## config.mk

```make
export PLATFORM = sky130hd
export DESIGN_NAME = slice_sequencer
export DESIGN_NICKNAME = d
export VERILOG_FILES = /design/src/rtl/slice_sequencer.sv
export SDC_FILE = /design/constraint.sdc
export NUM_CORES = 1
export LEC_CHECK = 0
export CAP_MARGIN = 40
export CORE_MARGIN = 5
export CORE_UTILIZATION = 40
export CTS_CLUSTER_SIZE = 28
export DETAILED_ROUTE_END_ITERATION = 10
export GPL_TIMING_DRIVEN = 0
export PLACE_DENSITY = 0.71
export REMOVE_ABC_BUFFERS = 1
export SLEW_MARGIN = 30
export SYNTH_ARGS = -nofsm -noshare
export SYNTH_HDL_FRONTEND = slang
export SYNTH_SLANG_ARGS = --single-unit
```

## constraint.sdc

```tcl
create_clock -name clk -period 6 [get_ports clk]
set_clock_uncertainty 0.2 [all_clocks]
set_input_delay 0.6 -clock clk [delete_from_list [all_inputs] [get_ports clk]]
set_output_delay 0.6 -clock clk [all_outputs]
set_load 0.05 [all_outputs]
```

## src/rtl/slice_sequencer.sv

```systemverilog
// rtl/slice_sequencer.sv - per-slice framebuffer burst sequencer with bank swap, blanking and overrun detection
module slice_sequencer #(
    parameter int N_SLICES        = 128,
    parameter int WORDS_PER_SLICE = 32,
    parameter int ADDR_W          = 12
) (
    input  logic              clk,
    input  logic              nrst,
    input  logic              position_sync,
    input  logic [7:0]        slice_cnt,
    input  logic              frame_ready,
    output logic              rd_req,
    output logic [ADDR_W-1:0] rd_addr,
    input  logic              rd_ack,
    output logic              rd_bank,
    output logic              slice_start,
    output logic              slice_done,
    output logic              frame_swap,
    output logic              blank,
    output logic              overrun,
    output logic [7:0]        overrun_cnt
);

    localparam int                IDX_W      = (WORDS_PER_SLICE > 1) ? $clog2(WORDS_PER_SLICE) : 1;
    localparam logic [8:0]        N_SLICES_L = 9'(N_SLICES);
    localparam logic [IDX_W-1:0]  LAST_IDX   = IDX_W'(WORDS_PER_SLICE - 1);

    typedef enum logic {
        IDLE,
        BURST
    } state_t;

    state_t             state_q, state_d;
    logic [7:0]         slice_q, slice_d;
    logic [IDX_W-1:0]   word_idx_q, word_idx_d;
    logic               pending_q, pending_d;
    logic               rd_req_q, rd_req_d;
    logic [ADDR_W-1:0]  rd_addr_q, rd_addr_d;
    logic               rd_bank_q, rd_bank_d;
    logic               slice_start_q, slice_start_d;
    logic               slice_done_q, slice_done_d;
    logic               frame_swap_q, frame_swap_d;
    logic               blank_q, blank_d;
    logic               overrun_q, overrun_d;
    logic [7:0]         overrun_cnt_q, overrun_cnt_d;

    logic               in_range;
    logic               last_xfer;
    logic               swap;

    // Classify the incoming sync and detect the final accepted word of a burst
    always_comb begin
        in_range  = ({1'b0, slice_cnt} < N_SLICES_L);
        last_xfer = (state_q == BURST) && rd_ack && (word_idx_q == LAST_IDX);
        swap      = position_sync && (slice_cnt == 8'd0) && pending_q;
    end

    // Next-state and registered-output logic; a sync takes priority over burst progress
    always_comb begin
        state_d       = state_q;
        slice_d       = slice_q;
        word_idx_d    = word_idx_q;
        rd_req_d      = rd_req_q;
        rd_bank_d     = rd_bank_q;
        blank_d       = blank_q;
        overrun_cnt_d = overrun_cnt_q;
        slice_start_d = 1'b0;
        slice_done_d  = 1'b0;
        frame_swap_d  = 1'b0;
        overrun_d     = 1'b0;
        pending_d     = (pending_q & ~swap) | frame_ready;

        if (position_sync) begin
            // A sync landing on the final accepted word completes that burst rather than aborting it
            if (last_xfer) begin
                slice_done_d = 1'b1;
            end else if (state_q == BURST) begin
                overrun_d     = 1'b1;
                overrun_cnt_d = (overrun_cnt_q == 8'hFF) ? 8'hFF : overrun_cnt_q + 8'd1;
            end

            if (!in_range) begin
                blank_d  = 1'b1;
                rd_req_d = 1'b0;
                state_d  = IDLE;
            end else begin
                blank_d       = 1'b0;
                slice_d       = slice_cnt;
                word_idx_d    = '0;
                rd_req_d      = 1'b1;
                slice_start_d = 1'b1;
                state_d       = BURST;
                if (swap) begin
                    rd_bank_d    = ~rd_bank_q;
                    frame_swap_d = 1'b1;
                end
            end
        end else if ((state_q == BURST) && rd_ack) begin
            if (last_xfer) begin
                rd_req_d     = 1'b0;
                slice_done_d = 1'b1;
                state_d      = IDLE;
            end else begin
                word_idx_d = word_idx_q + 1'b1;
            end
        end
    end

    // Word address of the next transfer, registered alongside rd_req
    always_comb begin
        rd_addr_d = ADDR_W'(slice_d) * ADDR_W'(WORDS_PER_SLICE) + ADDR_W'(word_idx_d);
    end

    // State and output registers
    always_ff @(posedge clk or negedge nrst) begin
        if (!nrst) begin
            state_q       <= IDLE;
            slice_q       <= '0;
            word_idx_q    <= '0;
            pending_q     <= 1'b0;
            rd_req_q      <= 1'b0;
            rd_addr_q     <= '0;
            rd_bank_q     <= 1'b0;
            slice_start_q <= 1'b0;
            slice_done_q  <= 1'b0;
            frame_swap_q  <= 1'b0;
            blank_q       <= 1'b1;
            overrun_q     <= 1'b0;
            overrun_cnt_q <= '0;
        end else begin
            state_q       <= state_d;
            slice_q       <= slice_d;
            word_idx_q    <= word_idx_d;
            pending_q     <= pending_d;
            rd_req_q      <= rd_req_d;
            rd_addr_q     <= rd_addr_d;
            rd_bank_q     <= rd_bank_d;
            slice_start_q <= slice_start_d;
            slice_done_q  <= slice_done_d;
            frame_swap_q  <= frame_swap_d;
            blank_q       <= blank_d;
            overrun_q     <= overrun_d;
            overrun_cnt_q <= overrun_cnt_d;
        end
    end

    assign rd_req      = rd_req_q;
    assign rd_addr     = rd_addr_q;
    assign rd_bank     = rd_bank_q;
    assign slice_start = slice_start_q;
    assign slice_done  = slice_done_q;
    assign frame_swap  = frame_swap_q;
    assign blank       = blank_q;
    assign overrun     = overrun_q;
    assign overrun_cnt = overrun_cnt_q;

endmodule

```

==> impl_metrics.toml <==
[status]
status = "completed"

[critical_path]
required_worst_endpoint_ns = 6.02
worst_path_class_setup = "reg2reg"
cpPeakStageDelay_ns = 0.52
critPathLaunchType = "flop"
cpMaxStageDelayCell = "sky130_fd_sc_hd__nor4bb_1"
worstSetupEndpointType = "flop"
cp_data_arrival_time_ns = 2.53
critical_path_peak_fanout = 6
cells_along_the_critical_path = "ha_1 -> and3_1 -> ha_1 -> nor4bb_1 -> buf_1 -> nor2_1 -> o21ai_0 -> o21ai_0"

[route]
drt_pre_antenna_iters = 2
detail_route.iter0.violations = 23
totalWireLength_um = 2590
avgViaCountPerCell = 5.16
vias = 981
remaining_drc_errors = 0
residual_antenna_violating_net_count_after_detailed_routing = 0
post_dr_wirelength_cell_um = 13.6

[layout]
antenna_cells = 0
leading_cell_type_in_the_layout_fill_and_taps_excluded = "sky130_fd_sc_hd__clkdlybuf4s50_1"
area_of_combinational_cells_with_multiple_inputs_um2 = 499
sequential_cell_area_um2 = 702
final_layout_size_suffix_gt1_frac = 0.0828
areaGrowthSynthToFinish_pct = 37.7
num-nets-final = 174
fillers = 266
mostFrequentLayoutCells = "sky130_fd_sc_hd__clkdlybuf4s50_1, sky130_fd_sc_hd__nand2_1, sky130_fd_sc_hd__dfrtp_1"
stdcell_count = 190
largest_register_ffs = 11

[logic_synthesis]
netlist_area_um2 = 1230
yosysWarningCount = 0
yosysUniqueCellTypes = 32
synth_seq_cells = 28
ys_seq_area_frac = 0.570
synthCells = 117
syn_area_per_cell_um2 = 10.5

[placed_design]
post-dp-hpwl_um = 2030
preCtsSetupSlack_ns = 3.41
dp_cells = 186
port-buffer-count = 39
place_congestion = 0.856

[floorplanning]
die-height_um = 65.5
placeableCoreArea_um2 = 3000
std_cell_rows = 20
floorplan.initialDensity = 0.410
die_extent_in_x_um = 65.5
io_pins = 40
die_area_um2 = 4290

[timing]
fmax_ghz = 0.398
setup-tns-final_ns = 0
finalHoldViolations = 0
rsz0062_at_grt = "no"
worst_pin_slew_ns = 0.605
report.final.slew_viol_count = 0
report.final.setup_viol = 0
min_period_over_period = 0.418
post-route-worst-setup-slack_ns = 3.49
fin_crit_ns = 2.51
max_slew_margin = 0.596

[cts]
latest_clock_arrival_within_the_worst_skew_pair_ns = 0.32
clkSinkCount = 28
holdBufCountCts = 0
cts_max_path_buffers = 2
h-tree-depth = 1
clock-root-buffer = "sky130_fd_sc_hd__clkbuf_4"
cts_tree = "built"
postCtsSetupRepairBufs = 0
post_cts.resized_instances = 0
cts_made_buffers = 3
cts.clk_slew.worst_paths_ns = 0.16

[global_routing]
grt_use_total = 0.130
grt_max_degree = 29
grt_pass1_vias = 1012
initial_antenna_violation_count = 0
globalRoute.totalOverflow = 0
grt_pass1_wl_um = 4370

[power]
p_int_mw = 0.369
power.switching_mw = 0.238
power.combinational.fraction = 0.386
irDropWorstVdd_v = 0.000137
power_frac_clock = 0.203
cellPowerDensity_nw_per_um2 = 358
netSwitchingFraction = 0.391
seq_power_share = 0.411
leakagePower_nw = 0.767

[job]
maxCapViolCount = 0

[worst_hold_path]
min_path_type = "in2async"
-- worst paths after layout --
check / depth (start not counted) / start / slack, ns / to
max: 8 / rd_addr[0] / 3.49 / rd_addr[2]
min: 1 / nrst / 0.05 / slice_done
max reg2reg: 8 / rd_addr[0] / 3.49 / rd_addr[2]
min reg2reg: 1 / rd_bank / 0.27 / rd_bank
max in group asynchronous: 1 / nrst / 5.14 / overrun_cnt[4]
min in group clk: 1 / rd_bank / 0.27 / rd_bank
-- layout make-up --
cell class | instances | share of cell area
repair buffers | 40 | 0.229
multi-input cells | 82 | 0.294
clock buffers | 3 | 0.0133
well taps | 33 | 0.0243
flip-flops and latches | 28 | 0.414
inverters | 3 | 0.00737
clock inverters | 1 | 0.0177
-- synth_stat cells (all sizes together) --
cell,instances,area share
a41oi,2,0.014
inv,2,0.0061
clkinv,1,0.0041
and3,3,0.015
and4,2,0.016
buf,3,0.012
nand2,31,0.094
ha,3,0.030
o41ai,1,0.0071
and2,2,0.010
xnor2,1,0.0071
nor4,2,0.027
mux2i,1,0.0081
mux2,3,0.030
nand2b,4,0.020
a22o,1,0.0071
nand3,4,0.016
nor3,2,0.0081
a31oi,5,0.025
o21a,1,0.0061
clkbuf,1,0.0030
nor4bb,1,0.0081
xor2,1,0.0071
nor2b,1,0.0051
nor2,5,0.015
dfrtp,27,0.55
nand4,1,0.0051
dfstp,1,0.021
o21ai,5,0.020
-- cell families (layout without fill, tap and decap cells) --
group                    after synthesis  after routing  share of synthesized area
buffers and inverters                  7             47                     0.0254
flip-flops                            28             28                      0.570
adder cells (fa/ha/maj)                3              3                     0.0305
AND/OR/NAND/NOR                       58             58                      0.242
XOR/XNOR                               2              2                     0.0142
multiplexers                           4              4                     0.0386
AO/OA/AOI/OAI                         15             15                     0.0802
-- worst max-delay path: cells and delay by family, from the launching register on --
kind | cells | cell delay, ns
AO/OA/AOI/OAI | 2 | 0.26
adder cells (fa/ha/maj) | 2 | 0.43
buffers and inverters | 1 | 0.26
flip-flops | 1 | 0.44
AND/OR/NAND/NOR | 3 | 0.81
-- through the flow --
stage / utilization / hold slack, ns / total power [mW] / instance area, um2
2_1_floorplan: - / 0.104 / 0.402 / 1210
3_3_place_gp: 0.548 / 0.257 / 0.484 / 1650
3_5_place_dp: 0.548 / 0.261 / 0.490 / 1640
4_1_cts: 0.565 / 0.0706 / 0.613 / 1700
5_1_grt: 0.565 / 0.0848 / 0.639 / 1700
6_report: 0.565 / 0.0536 / 0.607 / 1700
-- per-layer routing --
| layer | global-route usage | vias to the layer above | wire, um |
|---|---|---|---|
| li1 | - | 487 | - |
| met1 | 0.155 | 463 | 1150 |
| met2 | 0.224 | 31 | 1250 |
| met3 | 0.0444 | 0 | 190 |
| met4 | 0.0311 | 0 | 0 |
| met5 | 0 | - | 0 |
-- power by group through the flow --
stage	registers, mW	logic (mW)	clock network [mW]
5_1_grt	0.255	0.249	0.136
4_1_cts	0.250	0.237	0.127
2_1_floorplan	0.351	0.0508	0
3_3_place_gp	0.251	0.234	0
3_5_place_dp	0.253	0.237	0
6_report	0.250	0.234	0.123
Power figures use the tool's default switching activity.
